`config.mk`:
```
export PLATFORM = sky130hd
export DESIGN_NAME = eq_ui_controller
export DESIGN_NICKNAME = d
export VERILOG_FILES = /design/src/rtl/eq_ui_pkg.sv /design/src/rtl/eq_ui_controller_key_edge_detect.sv /design/src/rtl/eq_ui_controller.sv
export SDC_FILE = /design/constraint.sdc
export NUM_CORES = 1
export LEC_CHECK = 0
export ABC_AREA = 1
export CORE_AREA = 10 10 119 100
export DETAILED_ROUTE_END_ITERATION = 7
export DIE_AREA = 0 0 129 110
export DONT_BUFFER_PORTS = 1
export GPL_TIMING_DRIVEN = 0
export HOLD_SLACK_MARGIN = 0.03
export PLACE_DENSITY = 0.66
export SYNTH_ARGS = -nofsm -noshare
export SYNTH_HDL_FRONTEND = slang
export SYNTH_SLANG_ARGS = --single-unit
```
`constraint.sdc`:
```
create_clock -name i_clk -period 3.3 [get_ports i_clk]
set_input_delay 0.66 -clock i_clk [delete_from_list [all_inputs] [get_ports i_clk]]
set_output_delay 0.66 -clock i_clk [all_outputs]
set_load 0.03 [all_outputs]
```
`src/rtl/eq_ui_pkg.sv`:
```
// Shared types and constants for the equalizer user-interface controller.
package eq_ui_pkg;

  localparam int NUM_BANDS = 6;
  localparam int GAIN_MAX  = 12;

  typedef enum logic [2:0] {
    ST_OFF    = 3'd0,
    ST_BANNER = 3'd1,
    ST_BAND   = 3'd2,
    ST_GAIN   = 3'd3
  } state_t;

  typedef logic signed [4:0] gain_t;
  typedef logic [2:0]        band_t;

  localparam gain_t GAIN_HI   = gain_t'(GAIN_MAX);
  localparam gain_t GAIN_LO   = gain_t'(-GAIN_MAX);
  localparam band_t BAND_LAST = band_t'(NUM_BANDS);

  // Returns the 1-based index of the lowest set bit, or 0 for an empty mask.
  function automatic band_t lowest_set(input logic [NUM_BANDS-1:0] mask);
    band_t idx;
    idx = '0;
    for (int i = NUM_BANDS - 1; i >= 0; i--) begin
      if (mask[i]) idx = band_t'(i + 1);
    end
    return idx;
  endfunction

endpackage

```
`src/rtl/eq_ui_controller_key_edge_detect.sv`:
```
// Two-stage key register with a registered rising-edge pulse; a held key
// yields a single one-cycle press.
module key_edge_detect (
  input  logic i_clk,
  input  logic i_rst_n,
  input  logic i_key,
  output logic o_press
);

  logic key_q, key_qq, press_q;

  always_ff @(posedge i_clk or negedge i_rst_n) begin
    if (!i_rst_n) begin
      key_q   <= 1'b0;
      key_qq  <= 1'b0;
      press_q <= 1'b0;
    end else begin
      key_q   <= i_key;
      key_qq  <= key_q;
      press_q <= key_q & ~key_qq;
    end
  end

  assign o_press = press_q;

endmodule

```
`src/rtl/eq_ui_controller.sv`:
```
// Equalizer UI sequencer: mode FSM, band cursor, per-band gain registers and
// a valid/ready emitter that pushes changed gains to the datapath.
module eq_ui_controller
  import eq_ui_pkg::*;
#(
  parameter int TIMEOUT_CYCLES = 250_000_000
) (
  input  logic        i_clk,
  input  logic        i_rst_n,
  input  logic        i_key_mode,
  input  logic        i_key_sel,
  input  logic        i_key_up,
  input  logic        i_key_down,
  output logic [2:0]  o_state,
  output logic [2:0]  o_band,
  output logic [31:0] o_gain,
  output logic [29:0] o_band_gain,
  output logic        o_cfg_valid,
  output logic [2:0]  o_cfg_band,
  output logic [4:0]  o_cfg_gain,
  input  logic        i_cfg_ready
);

  localparam int CNT_W = $clog2(TIMEOUT_CYCLES + 1);
  localparam logic [CNT_W-1:0] CNT_LAST = CNT_W'(TIMEOUT_CYCLES - 1);

  logic [3:0] key_lvl, press;
  logic       p_mode, p_sel, p_up, p_down, any_press;

  state_t           state_q;
  band_t            band_q;
  logic [CNT_W-1:0] cnt_q;

  gain_t                gains [NUM_BANDS];
  gain_t                cur_gain;
  logic                 gain_wr;
  gain_t                gain_wdata;
  logic [NUM_BANDS-1:0] edit_mask;

  logic [NUM_BANDS-1:0] dirty_q, dirty_d, load_mask;
  band_t                next_band;
  logic                 cfg_valid_q, cfg_valid_d;
  band_t                cfg_band_q, cfg_band_d;
  gain_t                cfg_gain_q, cfg_gain_d;

  assign key_lvl = {i_key_mode, i_key_sel, i_key_up, i_key_down};

  for (genvar gi = 0; gi < 4; gi++) begin : g_key
    key_edge_detect u_key (
      .i_clk   (i_clk),
      .i_rst_n (i_rst_n),
      .i_key   (key_lvl[gi]),
      .o_press (press[gi])
    );
  end

  // Only the highest-priority key acts when several fire together.
  assign p_mode    = press[3];
  assign p_sel     = press[2] & ~press[3];
  assign p_up      = press[1] & ~|press[3:2];
  assign p_down    = press[0] & ~|press[3:1];
  assign any_press = |press;

  always_ff @(posedge i_clk or negedge i_rst_n) begin
    if (!i_rst_n) begin
      state_q <= ST_OFF;
      band_q  <= band_t'(1);
      cnt_q   <= '0;
    end else begin
      case (state_q)
        ST_OFF:    if (any_press) state_q <= ST_BANNER;
        ST_BANNER: if (p_mode) state_q <= ST_BAND;
        ST_BAND: begin
          if (p_mode || p_sel) state_q <= ST_GAIN;
          else if (p_up)   band_q <= (band_q == BAND_LAST) ? band_t'(1) : band_q + band_t'(1);
          else if (p_down) band_q <= (band_q == band_t'(1)) ? BAND_LAST : band_q - band_t'(1);
        end
        ST_GAIN:   if (p_mode) state_q <= ST_BAND;
        default:   state_q <= ST_OFF;
      endcase
      // A press in the terminal cycle resets the count before the timeout can fire.
      if (state_q == ST_BAND || state_q == ST_GAIN) begin
        if (any_press) begin
          cnt_q <= '0;
        end else if (cnt_q == CNT_LAST) begin
          state_q <= ST_BANNER;
          cnt_q   <= '0;
        end else begin
          cnt_q <= cnt_q + CNT_W'(1);
        end
      end else begin
        cnt_q <= '0;
      end
    end
  end

  assign cur_gain = gains[band_q - band_t'(1)];

  always_comb begin
    gain_wr    = 1'b0;
    gain_wdata = cur_gain;
    if (state_q == ST_GAIN) begin
      if (p_sel) begin
        gain_wr    = (cur_gain != gain_t'(0));
        gain_wdata = '0;
      end else if (p_up && (cur_gain < GAIN_HI)) begin
        gain_wr    = 1'b1;
        gain_wdata = cur_gain + gain_t'(1);
      end else if (p_down && (cur_gain > GAIN_LO)) begin
        gain_wr    = 1'b1;
        gain_wdata = cur_gain - gain_t'(1);
      end
    end
  end

  for (genvar gi = 0; gi < NUM_BANDS; gi++) begin : g_band
    gain_t band_gain_q;

    assign edit_mask[gi] = gain_wr && (band_q == band_t'(gi + 1));

    always_ff @(posedge i_clk or negedge i_rst_n) begin
      if (!i_rst_n)          band_gain_q <= '0;
      else if (edit_mask[gi]) band_gain_q <= gain_wdata;
    end

    assign gains[gi]             = band_gain_q;
    assign o_band_gain[5*gi +: 5] = band_gain_q;
  end

  assign next_band = lowest_set(dirty_q);

  // The loaded band's bit is dropped at load time, so any edit made while the
  // transfer stalls re-marks it and the newer value is sent afterwards.
  always_comb begin
    cfg_valid_d = cfg_valid_q;
    cfg_band_d  = cfg_band_q;
    cfg_gain_d  = cfg_gain_q;
    load_mask   = '0;
    if (cfg_valid_q) begin
      if (i_cfg_ready) cfg_valid_d = 1'b0;
    end else if (|dirty_q) begin
      cfg_valid_d = 1'b1;
      cfg_band_d  = next_band;
      cfg_gain_d  = gains[next_band - band_t'(1)];
      load_mask[next_band - band_t'(1)] = 1'b1;
    end
    dirty_d = (dirty_q & ~load_mask) | edit_mask;
  end

  always_ff @(posedge i_clk or negedge i_rst_n) begin
    if (!i_rst_n) begin
      dirty_q     <= '0;
      cfg_valid_q <= 1'b0;
      cfg_band_q  <= band_t'(1);
      cfg_gain_q  <= '0;
    end else begin
      dirty_q     <= dirty_d;
      cfg_valid_q <= cfg_valid_d;
      cfg_band_q  <= cfg_band_d;
      cfg_gain_q  <= cfg_gain_d;
    end
  end

  assign o_state     = state_q;
  assign o_band      = band_q;
  assign o_gain      = {{27{cur_gain[4]}}, cur_gain};
  assign o_cfg_valid = cfg_valid_q;
  assign o_cfg_band  = cfg_band_q;
  assign o_cfg_gain  = cfg_gain_q;

endmodule

```
; ---- Yosys cells after proc, flatten, opt, wreduce, memory -nomap -nowiden
; Cells that the tools add are included.
[totals]
ff_bits = 91
latch_bits = 0
mem_bits_rw = 0
mem_bits_ro = 0
in_bits = 7
elab_cells = 130
mem_count = 0
[classes]
addsub = 6
mul = 0
div_mod_pow = 0
n_lt_le_gt_ge = 6
eq_ne = 10
shift = 0
n_mux = 41
n_bitwise = 19
n_reduce_logical = 23
[ops]
columns = operator, count
row1 = 28-bit two-way mux, 3
row2 = 3-bit two-way mux, 16
row3 = 5-bit two-way mux, 8
row4 = 5-bit binary-select mux with 3-bit select, 2
row5 = 28-bit by 1-bit adder with 28-bit output (second input constant), 1
row6 = 28-bit equality test (second input constant), 1
row7 = 3-bit by 2-bit equality test with 1-bit output (second input constant), 4
row8 = 6-bit two-way mux, 2
row9 = 3-bit equality test (second input constant), 3
row10 = 1-bit logical AND, 9
row11 = 3-bit case mux with 3 select lines, 1
row12 = 4-bit greater-or-equal comparator (second input constant), 2
row13 = 1-bit two-way mux, 8
row14 = 3-bit inverter with 4-bit output, 2
row15 = 1-bit bitwise AND, 7
row16 = 1-bit inverter, 7
row17 = 6-bit bitwise AND, 1
row18 = 3-bit by 1-bit equality test with 1-bit output (second input constant), 2
row19 = 6-bit inverter, 1
row20 = 6-bit OR, 1
row21 = 6-bit OR reduction, 1
row22 = 3-bit by 1-bit subtractor with 3-bit output (second input constant), 2
row23 = 5-bit by 2-bit adder with 5-bit output (second input constant), 1
row24 = 5-bit greater-than comparator (second input constant), 1
row25 = other kinds (16), 19

; ---- Depth between registers and ports, before layout
[depth]
word_depth = 16
mapped_depth = 19

; ---- By module
; A second synthesis with hierarchy kept.
[hier_totals]
cells_unflattened = 701
hier_area_um2 = 5255.0
[modules_own_cells]
columns = module, instances, cells_per_inst, area_per_inst_um2
row1 = eq_ui_controller, 1, 681, 4914.7
row2 = key_edge_detect, 4, 5, 85.1

; ---- Worst setup path after synthesis
; OpenSTA, ideal clock, no wires.
[synth_timing]
path_kind = register to output
start = register band_q[0], in the netlist o_band[0]
end = output port o_gain[10]
arrival_ps = 2520
slack_ps = 120
path_stages_with_launch = 11
path_cell_list = dfstp_2 > inv_2 > ha_1 > inv_1 > buf_4 > nand2_1 > nand3_1 > nand2_1 > a21oi_2 > inv_1 > buf_4
[synth_via]
elab_chain_len = 5
[synth_lines]
columns = item, line
row1 = "start, declared", eq_ui_controller.sv:31  ; band_t band_q;
row2 = "start signal, assigned", eq_ui_controller.sv:67  ; band_q <= band_t'(1);
row3 = "start signal, assigned", eq_ui_controller.sv:75  ; else if (p_up) band_q <= (band_q == BAND_LAST) ? band_t'(1) : band_q + band_t'(1);
row4 = "start signal, assigned", eq_ui_controller.sv:76  ; else if (p_down) band_q <= (band_q == band_t'(1)) ? BAND_LAST : band_q - band_t'(1);
row5 = 3-bit by 1-bit subtractor with 3-bit output, eq_ui_controller.sv:97  ; assign cur_gain = gains[band_q - band_t'(1)];
row6 = 3-bit inverter with 4-bit output (not written as such), eq_ui_controller.sv:97
row7 = 5-bit binary-select mux with 3-bit select, eq_ui_controller.sv:97
row8 = 5-bit two-way mux (not written as such) (2 in a row), eq_ui_controller.sv:97
row9 = "end, declared", eq_ui_controller.sv:16  ; output logic [31:0] o_gain,
; Every way passes these cells. The select of a mux whose other input is x is not followed.

; ---- Final worst setup path
[layout_timing]
start = register band_q[0], in the netlist o_band[0]
end = output port o_gain[6]
; Same word-level chain as after synthesis.

==> run summary <==
syn_nets = 699
ANT nets after route = 0
Area after DPL = 5275 um^2
Synth Area in XOR/XNOR = 0.005126
DP Cell Count = 801
sw frac = 0.4384
critical path class = reg2out
min Tclk post-route = 3.240 ns
type of the tightest min-delay check = in2async
combinational share of power = 0.458
first-pass GRT wire length = 21830 um
Critical Path RT = 2.64 ns
met1 wire length = 6329 um
Setup crit start = o_band[0]$_DFFE_PN1P_
Post-synth ARST share = 1.000
VDD IR max = 845.0 uV
dpl hpwl = 9701 um
metal2 WL = 5735 um
total core area = 9449 um^2
Final Instance Count excl. Fillers = 832
number of antenna violations at the first check in global routing = 0
Reg clk slew, reported paths = 0.06 ns
Slew headroom = 0.5936
total CTS buffers = 9
row count = 32
RSZ-0062 raised after global routing = yes
post-synth top area share = 0.4345
Final Hold Fails = 0
critical path data arrival time = 2.58 ns
Slew @ Worst Pin = 0.6074 ns
Compound-Gate Fraction of Synth Area = 0.1081
TritonCTS clock tree = built
number of vias in the routed layout = 4422
most common cell after layout, fill and taps aside = nand2_1
Die H = 110 um
largest family of logic cells by synthesized area = simple AND/OR/NAND/NOR gates
Flop pwr share = 0.319
clock sink total = 91
Synth Area in Simple Gates = 0.2917
pin count of the biggest net entering global routing = 90
commonest non-fill, non-tap cells in the layout = 180 x nand2_1, 96 x inv_1, 88 x dfrtp_1
total grt overflow = 0
layout net count = 725
Final Slew Violations = 0
Yosys cell types = 35
1st-pass router iterations = 5
clock share of power = 0.223
Worst Clk Skew = 0.006486 ns
Routed WL per cell = 16.22 um
Top Metal Used = met4
sw power = 1853 uW
Yosys reg bits = 91
Max Root-Sink Buffers = 2
Finished Core Util = 0.6100
ANT cells = 0
dominant cell type by area after synthesis = dfrtp_1
sequential element share of the synthesized area = 0.4447
Synth Cell Area = 5126 um^2
Filler cells = 831
Power Density = 733.3 nW/um^2
Die ar. = 14190 um^2
clock root cell = clkbuf_16
cell area after layout = 5764 um^2
crit path launch type = flip-flop
Initial Util = 0.5425
Vias per Instance = 5.315
Cell Int Power = 2374 uW
Final setup viols = 0
ranking of synthesized cells by area = dfrtp_1 43%, nand2_1 14%, inv_1 7.2%
multiplexer area fraction after synthesis = 0
DRC viols = 0
Iter 0 DRT Violations = 399
adder-cell share of the synthesized area = 0.02441
fin crit share = 0.9817
Max Freq = 308.7 MHz
vias in the first global route = 4247
Layout area overhead = 12.45%
final wirelength = 13490 um
# IOs = 84
Cells after Synth = 682
H-tree Lvls = 3
IO Port Bufs = 0
Total GRT Usage = 0.1946
reg-to-reg startpoint = o_band[0]$_DFFE_PN1P_
crit-path max FO = 7
Ys Warns = 0
Setup crit end kind = output pin
routability cong. = 0.8988
met3 WL = 1302 um
Max-cap violations = 0
final setup TNS = 0 ns
Post-synth EDFFs = 0
die width = 129 um
status = finished, final reports clean
Post-synth top flop = dfrtp_1
synthesized area per cell = 7.516 um^2
leakage = 0.002773 uW
Skew-Pair Late Insertion Delay = 0.34 ns
share of cells above drive strength 1 = 0.1501
## through the flow
| stage | setup WS, ns | hold WS, ns | power [uW] |
|---|---|---|---|
| finish | 0.06049 | 0.1607 | 4227 |
| detailed placement | -0.3886 | 0.3624 | 2994 |
| global route | -0.07588 | 0.1431 | 4466 |
| CTS | 0.01385 | 0.1499 | 4201 |
| global placement | -0.3200 | 0.3588 | 2970 |
| floorplan | 0.1200 | 0.3537 | 2722 |
## cells in the mapped netlist, types with 2 or more instances
cell,n
a21oi_1,23
o22ai_1,7
buf_4,30
nand2_2,5
inv_2,8
a21oi_2,3
nor2_1,44
nor2_2,11
clkbuf_1,4
inv_1,98
nand4_1,14
a31oi_1,10
nor3_1,21
o21a_1,2
nand3_1,39
nand2_1,186
o21ai_1,8
nand3_2,6
o31ai_1,2
dfrtp_1,89
dfstp_2,2
nor4_1,4
o21ai_0,44
ha_1,10
xor2_1,2
## cell type report
cell class                      instances  area (um^2)  area share
Timing Repair inverter                  3        17.52    0.003039
Timing Repair Buffer                   12        120.1     0.02084
Tap cell                              119        148.9     0.02583
Clock inverter                          2        12.51    0.002171
Multi-Input combinational cell        450         2245      0.3894
Buffer                                 35        270.3     0.04689
Sequential cell                        91         2285      0.3964
Clock buffer                           14        254.0     0.04406
Inverter                              106        411.6     0.07141
## registers in the layout, summed over array words and instances, names as in the netlist
signal and flops:
o_band 3, o_cfg_valid 1, g_key.u_key.key_q 4, o_cfg_band 3
dirty_q 6, g_key.u_key.o_press 4, g_band.band_gain_q 30, g_key.u_key.key_qq 4
o_cfg_gain 5, o_state 3, cnt_q 28
## cell families after synthesis
kind of cell	after synthesis
simple gates	335
fa+ha+maj	10
flops	91
compound gates	101
other cells	1
buf+inv	141
xor+xnor	3
## worst max-delay path: stages, from the launching register on
cell	delay (ns)
dfstp_4	0.75
inv_8	0.06
ha_4	0.30
buf_6	0.12
nand2_2	0.05
nand3_1	0.07
nand2_2	0.08
a21oi_4	0.14
buf_12	0.14
clkinvlp_4	0.27
buf_6	0.25
## routing by layer
metal | vias to the layer above | GRT usage
met5 | - | 0
met4 | 0 | 0.04457
met3 | 14 | 0.07876
met2 | 130 | 0.2868
met1 | 2067 | 0.2639
li1 | 2211 | -
## path summary, 6_finish.rpt
kind	endpoint	slack, ns	depth (start not counted)
worst min register to register	g_key[2].u_key.key_qq$_DFF_PN0_	0.37	0
max in group asynchronous	o_band[1]$_DFFE_PN0P_	2.69	1
worst min-delay path	o_cfg_band[0]$_DFFE_PN1P_	0.16	0
worst max-delay path	o_gain[6]	0.06	10
worst max register to register	g_band[3].band_gain_q[0]$_DFFE_PN0P_	0.10	19
min in group i_clk	g_key[3].u_key.key_q$_DFF_PN0_	0.35	0
## power by group through the flow
| stage | combinational, uW | clock, uW | sequential [uW] |
|---|---|---|---|
| global route | 2090 | 1020 | 1360 |
| finish | 1940 | 943 | 1350 |
| detailed placement | 1630 | 0 | 1360 |
| CTS | 1880 | 969 | 1350 |
| global placement | 1610 | 0 | 1360 |
| floorplan | 1380 | 0 | 1340 |
## timing repair
| action | CTS | global route |
|---|---|---|
| setup buffers | 9 | 2 |
| pin swaps | 1 | 5 |
| endpoints found under the setup margin | 57 | 45 |
| hold buffers | 1 | 0 |
| gates cloned | 3 | 0 |
| gates resized for setup | 18 | 7 |
| hold endpoints to repair | 89 | 0 |
No activity file was read; power rests on OpenSTA's default activity.
